**config.mk**
```make
export PLATFORM = sky130hd
export DESIGN_NAME = axi_bus_arbiter
export DESIGN_NICKNAME = d
export VERILOG_FILES = /design/src/rtl/axi_bus_arbiter.sv
export SDC_FILE = /design/constraint.sdc
export NUM_CORES = 1
export LEC_CHECK = 0
export ABC_AREA = 0
export BUFFER_PORTS_ARGS = -buffer_cell sky130_fd_sc_hd__buf_2
export CAP_MARGIN = 20
export CORE_AREA = 2 2 175 177
export CTS_BUF_LIST = sky130_fd_sc_hd__clkbuf_8 sky130_fd_sc_hd__clkbuf_16
export CTS_CLUSTER_DIAMETER = 120
export DETAILED_ROUTE_END_ITERATION = 12
export DIE_AREA = 0 0 177 179
export GPL_TIMING_DRIVEN = 0
export HOLD_SLACK_MARGIN = 0.12
export PLACE_DENSITY_LB_ADDON = 0.15
export SLEW_MARGIN = 20
export SYNTH_ARGS = -nofsm -noshare
export SYNTH_HDL_FRONTEND = slang
export SYNTH_SLANG_ARGS = --single-unit
```
**constraint.sdc**
```tcl
create_clock -name clk -period 5.5 [get_ports clk]
set_input_delay 1.65 -clock clk [delete_from_list [all_inputs] [get_ports clk]]
set_output_delay 1.65 -clock clk [all_outputs]
set_load 0.1 [all_outputs]
```
**src/rtl/axi_bus_arbiter.sv**
```systemverilog
// axi_bus_arbiter: shares one AXI master port between ICache, DCache and uncached requesters.
`timescale 1ns/1ps
module axi_bus_arbiter #(
  parameter int IC_LINE_WORDS = 8,
  parameter int DC_LINE_WORDS = 8
) (
  input  logic        clk,
  input  logic        resetn,
  input  logic        ic_rd_req,
  input  logic        dc_rd_req,
  input  logic        uc_rd_req,
  input  logic [31:0] ic_rd_addr,
  input  logic [31:0] dc_rd_addr,
  input  logic [31:0] uc_rd_addr,
  input  logic [2:0]  uc_rd_size,
  input  logic [2:0]  uc_wr_size,
  output logic        ic_rd_gnt,
  output logic        dc_rd_gnt,
  output logic        uc_rd_gnt,
  output logic        ic_rd_valid,
  output logic        dc_rd_valid,
  output logic        uc_rd_valid,
  output logic        rd_last,
  output logic [31:0] rd_data,
  input  logic        dc_wr_req,
  input  logic        uc_wr_req,
  input  logic [31:0] dc_wr_addr,
  input  logic [31:0] uc_wr_addr,
  input  logic [31:0] dc_wr_data,
  input  logic [31:0] uc_wr_data,
  input  logic [3:0]  dc_wr_strb,
  input  logic [3:0]  uc_wr_strb,
  output logic        dc_wr_next,
  output logic        uc_wr_next,
  output logic        dc_wr_done,
  output logic        uc_wr_done,
  output logic [31:0] araddr,
  output logic [7:0]  arlen,
  output logic [2:0]  arsize,
  output logic        arvalid,
  input  logic        arready,
  input  logic [31:0] rdata,
  input  logic        rlast,
  input  logic        rvalid,
  output logic        rready,
  output logic [31:0] awaddr,
  output logic [7:0]  awlen,
  output logic [2:0]  awsize,
  output logic        awvalid,
  input  logic        awready,
  output logic [31:0] wdata,
  output logic [3:0]  wstrb,
  output logic        wlast,
  output logic        wvalid,
  input  logic        wready,
  input  logic        bvalid,
  output logic        bready
);
  typedef enum logic [1:0] {R_IDLE, R_AR, R_DATA} r_state_t;
  typedef enum logic [1:0] {W_IDLE, W_AW, W_DATA, W_RESP} w_state_t;
  localparam logic [1:0] OWN_IC = 2'd1, OWN_DC = 2'd2, OWN_UC = 2'd3;
  localparam logic [7:0] IC_LEN = 8'(IC_LINE_WORDS - 1);
  localparam logic [7:0] DC_LEN = 8'(DC_LINE_WORDS - 1);

  r_state_t    r_state, r_next;
  w_state_t    w_state, w_next;
  logic [1:0]  rd_owner, wr_owner, rd_pick, wr_pick;
  logic [31:0] ar_addr_q, aw_addr_q;
  logic [7:0]  ar_len_q, aw_len_q, beat;
  logic [2:0]  ar_size_q, aw_size_q;
  logic        uc_rd_ok, rd_hs, rd_beat, wr_beat, wr_resp;

  // an uncached load must not overtake an uncached store still in flight
  assign uc_rd_ok = uc_rd_req && !(w_state != W_IDLE && wr_owner == OWN_UC);
  assign rd_pick  = uc_rd_ok ? OWN_UC : dc_rd_req ? OWN_DC : ic_rd_req ? OWN_IC : 2'd0;
  assign wr_pick  = uc_wr_req ? OWN_UC : dc_wr_req ? OWN_DC : 2'd0;

  always_comb begin
    r_next = r_state;
    unique case (r_state)
      R_IDLE:  r_next = (rd_pick != 2'd0) ? R_AR : R_IDLE;
      R_AR:    r_next = arready ? R_DATA : R_AR;
      R_DATA:  r_next = (rvalid && rlast) ? R_IDLE : R_DATA;
      default: r_next = R_IDLE;
    endcase
  end

  always_ff @(posedge clk or negedge resetn) begin
    if (!resetn) begin
      r_state   <= R_IDLE;
      rd_owner  <= 2'd0;
      ar_addr_q <= '0;
      ar_len_q  <= '0;
      ar_size_q <= '0;
    end else begin
      r_state <= r_next;
      if (r_state == R_IDLE && rd_pick != 2'd0) begin
        rd_owner  <= rd_pick;
        ar_addr_q <= (rd_pick == OWN_UC) ? uc_rd_addr : (rd_pick == OWN_DC) ? dc_rd_addr : ic_rd_addr;
        ar_len_q  <= (rd_pick == OWN_UC) ? 8'd0 : (rd_pick == OWN_DC) ? DC_LEN : IC_LEN;
        ar_size_q <= (rd_pick == OWN_UC) ? uc_rd_size : 3'b010;
      end
    end
  end

  assign arvalid     = r_state == R_AR;
  assign araddr      = ar_addr_q;
  assign arlen       = ar_len_q;
  assign arsize      = ar_size_q;
  assign rd_hs       = arvalid && arready;
  assign ic_rd_gnt   = rd_hs && rd_owner == OWN_IC;
  assign dc_rd_gnt   = rd_hs && rd_owner == OWN_DC;
  assign uc_rd_gnt   = rd_hs && rd_owner == OWN_UC;
  assign rready      = r_state == R_DATA;
  assign rd_beat     = rready && rvalid;
  assign ic_rd_valid = rd_beat && rd_owner == OWN_IC;
  assign dc_rd_valid = rd_beat && rd_owner == OWN_DC;
  assign uc_rd_valid = rd_beat && rd_owner == OWN_UC;
  assign rd_last     = rd_beat && rlast;
  assign rd_data     = rd_beat ? rdata : '0;

  always_comb begin
    w_next = w_state;
    unique case (w_state)
      W_IDLE:  w_next = (wr_pick != 2'd0) ? W_AW : W_IDLE;
      W_AW:    w_next = awready ? W_DATA : W_AW;
      W_DATA:  w_next = (wready && wlast) ? W_RESP : W_DATA;
      W_RESP:  w_next = bvalid ? W_IDLE : W_RESP;
      default: w_next = W_IDLE;
    endcase
  end

  always_ff @(posedge clk or negedge resetn) begin
    if (!resetn) begin
      w_state   <= W_IDLE;
      wr_owner  <= 2'd0;
      aw_addr_q <= '0;
      aw_len_q  <= '0;
      aw_size_q <= '0;
      beat      <= '0;
    end else begin
      w_state <= w_next;
      if (w_state == W_IDLE && wr_pick != 2'd0) begin
        wr_owner  <= wr_pick;
        aw_addr_q <= (wr_pick == OWN_UC) ? uc_wr_addr : dc_wr_addr;
        aw_len_q  <= (wr_pick == OWN_UC) ? 8'd0 : DC_LEN;
        aw_size_q <= (wr_pick == OWN_UC) ? uc_wr_size : 3'b010;
        beat      <= '0;
      end else if (wr_beat) begin
        beat <= beat + 8'd1;
      end
    end
  end

  assign awvalid    = w_state == W_AW;
  assign awaddr     = aw_addr_q;
  assign awlen      = aw_len_q;
  assign awsize     = aw_size_q;
  assign wvalid     = w_state == W_DATA;
  assign wlast      = wvalid && beat == aw_len_q;
  assign wdata      = !wvalid ? '0 : (wr_owner == OWN_UC) ? uc_wr_data : dc_wr_data;
  assign wstrb      = !wvalid ? '0 : (wr_owner == OWN_UC) ? uc_wr_strb : dc_wr_strb;
  assign wr_beat    = wvalid && wready;
  assign dc_wr_next = wr_beat && wr_owner == OWN_DC;
  assign uc_wr_next = wr_beat && wr_owner == OWN_UC;
  assign bready     = w_state == W_RESP;
  assign wr_resp    = bready && bvalid;
  assign dc_wr_done = wr_resp && wr_owner == OWN_DC;
  assign uc_wr_done = wr_resp && wr_owner == OWN_UC;
endmodule

```
==> results.txt, run 1 <==
status: finished clean
R2R Path Start: w_state[1]
first-pass GRT wire length: 31400 um
reg2reg setup slack: 3.35 ns
largest net degree at the start of global routing: 46
Worst setup SP type: input pin
CTS buffer count: 9
Slew HR: 54.5%
Port Buf Inserts: 441
hold buffers post-CTS: 0
Detailed Route Iter0 Violations: 166
Final TNS setup: 0 ns
Hold/Removal Path Class: flop to flop
pre-CTS WS: 1.07 ns
Cell Area, Synth: 5470 sq um
post_cts resized: 0
post-CTS setup buffers: 0
FMAX: 0.228 GHz
syn avg cell area: 9.46 sq um
routed len/inst: 14.9 um
share of cells above drive strength 1: 55.8%
min Tclk post-route: 4.39 ns
Synth Warn #: 0
Die Y: 179 um
First-pass DRT Iterations: 4
residual DRC count: 0
clk root buf: clkbuf_16
routed wire length: 21400 um
Most used DFF post-synth: dfrtp_1
Critical Path AT: 2.74 ns
worst-margin pin slew: 0.682 ns
worst hold path depth: 2
final worst slack: 1.11 ns
Initial Util: 18.2%
GR Util All Layers: 12.8%
detailed placement HPWL: 17900 um
Vias: 5800
Area Overhead vs Synth: 56.6%
multi-input logic area: 2990 sq um
flip-flop and latch count after synthesis: 88
Synth Instances: 578
post-synthesis async set-or-reset flop share: 100%
fin. max-slew vios: 0
final-report setup violation count: 0
clk sinks: 88
R2R Path End: araddr[27]
Worst Reg-to-Reg Cells: 5
final hold slack: 0.474 ns
clk_lat worst skew: 0.34 ns
most frequent cells in the layout: buf_2 (447), nand2_1 (118), dfrtp_1 (88)
Worst Skew: 0.00594 ns
Crit Path Max Fanout: 10
H-tree Lvls: 3
Final Hold Vio Count: 0
Worst-path clk slew: 0.07 ns
Placed Cells: 1425
core area: 30000 sq um
EDFF count, synth: 0
Final ANT Viol Nets: 0
max cap viols: 0
Rows: 64
most common cell after layout, fill and taps aside: buf_2
Final Non-Filler Cells: 1442
global route overflow: 0
Critical Path RT: 3.85 ns
Fill cells: 3303
count of unique library cells instantiated by Yosys: 40
initial antenna violation count: 2
CTS max path bufs: 2
vias in the first global route: 5757
I/O pins: 454
HP Start: awaddr[8]
Setup crit end kind: primary output
Worst Hold Endpoint: awaddr[8]
post-synthesis sequential area ratio: 40.3%
die area: 31700 sq um
nets@finish: 1324
sequential standard cell area: 2200 sq um
die width: 177 um
CTS tree: done
gp weighted congestion: 0.746
final period utilization: 79.9%
RSZ-0062 raised after global routing: no
WS Path Type: input pin to primary output
Via density: 4.02
[metal layers]
layer | wire [um] | track usage, % | vias to the layer above | part of all wire [%]
met5 | 13 | 0 | - | 0.061
met1 | 8730 | 15.5 | 2662 | 41
met4 | 297 | 3.51 | 2 | 1.4
met2 | 11000 | 22.7 | 221 | 51
li1 | - | - | 2896 | -
met3 | 1390 | 3.05 | 19 | 6.5
[how the worst max path moves through the flow]
| stage | start | end | cells after the start |
|---|---|---|---|
| 6_report | rvalid | rd_data[19] | 4 |
| 5_1_grt | rvalid | rd_data[18] | 4 |
| 4_1_cts | rvalid | rd_data[15] | 4 |
| 3_5_place_dp | rvalid | rd_data[19] | 4 |
| 3_3_place_gp | rvalid | rd_data[19] | 4 |
| 2_1_floorplan | r_state[1] | uc_rd_gnt | 3 |
[sequential cells by signal (all words and copies together), names as in the netlist]
signal,cells
araddr,32
awsize,3
w_state,2
beat,8
arsize,3
rd_owner,2
awaddr,32
arlen,1
wr_owner,2
awlen,1
r_state,2
[cells by family (layout without fill, tap and decap cells)]
family | Yosys count | after routing | share of synthesized area, %
AND/OR/NAND/NOR | 195 | 195 | 16.3
multiplexers | 129 | 129 | 26.9
AO/OA/AOI/OAI | 95 | 95 | 9.46
flip-flops | 88 | 88 | 40.3
buffers and inverters | 64 | 522 | 5.93
XOR/XNOR | 5 | 5 | 0.801
adder cells (fa/ha/maj) | 1 | 1 | 0.229
other | 1 | 11 | 0.0686
[synth_stat cells (5+ instances only)]
master / n / area share, %
clkbuf_1: 27 / 1.9
mux2_4: 15 / 4.1
buf_4: 14 / 1.9
o21ai_0: 41 / 3.8
nand2_1: 118 / 8.1
dfrtp_1: 88 / 40
inv_1: 8 / 0.55
buf_2: 7 / 0.64
mux2i_1: 32 / 5.9
and3_1: 36 / 4.1
nor2_1: 13 / 0.89
buf_1: 5 / 0.34
a21oi_1: 41 / 3.8
mux2_2: 82 / 17
[worst max-delay path, stage by stage]
cell and delay, ns:
buf_2 0.15, clkbuf_1 0.31, and3_1 0.21, buf_2 0.42
[final cells by class]
cell class                      instances  area share (%)
Multi-Input combinational cell        435            34.9
Timing Repair Buffer                  442            26.2
Sequential cell                        88            25.7
Tap cell                              396            5.79
Buffer                                 56            3.44
Clock buffer                           10            2.79
Clock inverter                          6           0.789
Inverter                                8           0.351
Antenna cell                            1          0.0292
[stage by stage]
step           util [%]  area [sq um]
6_report           28.5          8560
5_1_grt            28.5          8560
4_1_cts            28.5          8560
3_5_place_dp       27.5          8250
3_3_place_gp       27.4          8220
2_1_floorplan         -          5510
Power of run 1 is left out: the tool's default activity adds up to more than one toggle a clock period on the data nets, which glitch-free logic cannot reach.
==> inputs of run 2 (changes only) <==
Settings changed: CORE_AREA 2 2 175 177 to 2 2 174 176, DIE_AREA 0 0 177 179 to 0 0 176 178.
Clock period 5.5 ns to 3.52 ns, I/O delays scaled along.
==> results.txt, run 2 (synthesis gave the netlist of run 1 again) <==
worst-margin pin slew: 0.806 ns (+0.124 ns)
min Tclk post-route: 3.30 ns
RSZ-0062 raised after global routing: no
largest net degree at the start of global routing: 48 (+4.3%)
Die Y: 178 um (-0.56%)
HP Start: awaddr[25]
Hold/Removal Path Class: flop to flop
Placed Cells: 1419 (-0.42%)
FMAX: 0.303 GHz
Final ANT Viol Nets: 0 (unchanged)
WS Path Type: flop to primary output
Crit path largest cell delay: 0.54 ns (+0.12 ns)
initial antenna violation count: 1 (-1)
vias in the first global route: 5708 (-0.85%)
Final Non-Filler Cells: 1435 (-0.49%)
Critical Path RT: 2.46 ns (-1.39 ns)
H-tree Lvls: 3 (unchanged)
reg2reg setup slack: 1.33 ns (-2.02 ns)
Initial Util: 18.6% (+0.39 points)
highest layer used for signal routing: met4
fin. max-slew vios: 0 (unchanged)
share of cells above drive strength 1: 60.8% (+5.0 points)
gp weighted congestion: 0.732 (-1.9%)
Buf+Inv Stages, Crit Path: 3 (unchanged)
die width: 176 um (-0.56%)
R2R Path End: araddr[25]
clk_lat worst skew: 0.35 ns (about the same)
routed wire length: 21200 um (-1.2%)
cell family with most CP delay: buffers and inverters
crit-path cells: nand2b_1 -> clkbuf_1 -> buf_2 -> a21oi_2 -> buf_2
Worst setup endpoint: wdata[14]
clk sinks: 88 (unchanged)
status: finished clean
Fill cells: 3181 (-3.7%)
Rows: 63 (-1.6%)
Worst setup SP type: flop
I/O pins: 454 (unchanged)
core area: 29400 sq um (-2.1%)
Worst-path clk slew: 0.08 ns (about the same)
CP Depth: 5 (+1)
first-pass GRT wire length: 31100 um (-1.1%)
Via density: 4.01 (-0.26%)
final worst slack: 0.219 ns (-0.889 ns)
Worst Skew: 0.0182 ns (+0.0123 ns)
final period utilization: 93.8%
Setup crit end kind: primary output
WL met1: 8710 um (-0.21%)
most common cell after layout, fill and taps aside: buf_2
global route overflow: 0 (unchanged)
CTS tree: done
met2 routed WL: 10700 um (-2.7%)
residual DRC count: 0 (unchanged)
most frequent cells in the layout: buf_2 (431), nand2_1 (118), dfrtp_1 (88)
Layout Utilization: 29.8% (+1.3 points)
Slew HR: 46.2% (-8.3 points)
final-report setup violation count: 0 (unchanged)
routed len/inst: 14.8 um (-0.71%)
crit path from: w_state[0]
CTS max path bufs: 2 (unchanged)
Port Buf Inserts: 441 (unchanged)
nets@finish: 1324 (unchanged)
Detailed Route Iter0 Violations: 182 (+9.6%)
max cap viols: 0 (unchanged)
Worst Reg-to-Reg Cells: 5 (unchanged)
Final Hold Vio Count: 0 (unchanged)
die area: 31300 sq um (-1.1%)
GR Util All Layers: 12.6% (-0.20 points)
Area Overhead vs Synth: 60.4%
most frequent CP cell: buf_2
Crit Path Max Fanout: 10 (unchanged)
hold buffers post-CTS: 0 (unchanged)
Crit-path slowest cell: clkbuf_1
R2R Path Start: wr_owner[1]
detailed placement HPWL: 17300 um (-3.4%)
clk root buf: clkbuf_16
CTS buffer count: 9 (unchanged)
Vias: 5757 (-0.74%)
pre-CTS WS: 0.205 ns (-0.869 ns)
DR WL met3: 1620 um (+16%)
Critical Path AT: 2.25 ns (-0.49 ns)
First-pass DRT Iterations: 4 (unchanged)
-- run 2: cell count changes in the layout (fill, tap and decap cells not counted), moves of 2 or more --
cell	before	now
a21oi_1	41	5
a21oi_2	0	36
buf_1	5	3
buf_2	447	431
buf_4	14	31
clkbuf_1	27	20
clkbuf_2	0	8
nor2_1	13	7
nor2_2	1	7
-- run 2: tightest hold or removal path: stages, from the launching register on --
cell and delay, ns:
dfrtp_1 0.34, nand2_1 0.04, o21ai_0 0.06
-- run 2: timing repair --
| item | in CTS | in global routing |
|---|---|---|
| resized for setup | 20 | 9 |
| setup buffers | 0 | 0 |
| setup endpoints to repair | 20 | 26 |
-- run 2: worst min-delay path by stage --
stage                        endpoint  slack (ns)  cells after the start
after detailed placement   awaddr[25]        0.46                      2
after floorplan           wr_owner[1]        0.47                      1
after global routing       awaddr[26]        0.50                      2
after CTS                  awaddr[25]        0.48                      2
after global placement     awaddr[16]        0.46                      2
final                      awaddr[25]        0.48                      2
-- run 2: area by class of cell --
class                   count  area, sq um  area share (%)
inverters                   8         30.0           0.342
plain buffers              56          305            3.48
clock inverters             6         91.3            1.04
repair buffers            442         2280            26.0
well taps                 390          488            5.57
diodes                      1         2.50          0.0285
flip-flops and latches     88         2200            25.1
clock buffers               9          225            2.57
multi-input cells         435         3140            35.8
-- run 2: per-layer routing --
metal | up-vias | GRT usage, %
met5 | - | 0
met4 | 0 | 2.44
met3 | 10 | 3.64
met2 | 234 | 22.3
met1 | 2614 | 15.3
li1 | 2899 | -
-- run 2: stage by stage --
stage,instance area (sq um),setup TNS (ns),hold slack [ns]
final,8770,0,0.476
after global placement,8360,0,0.458
after CTS,8760,0,0.481
after global routing,8770,0,0.501
after detailed placement,8400,0,0.465
after floorplan,5670,-0.644,0.470
Power of run 2 is left out for the same reason.
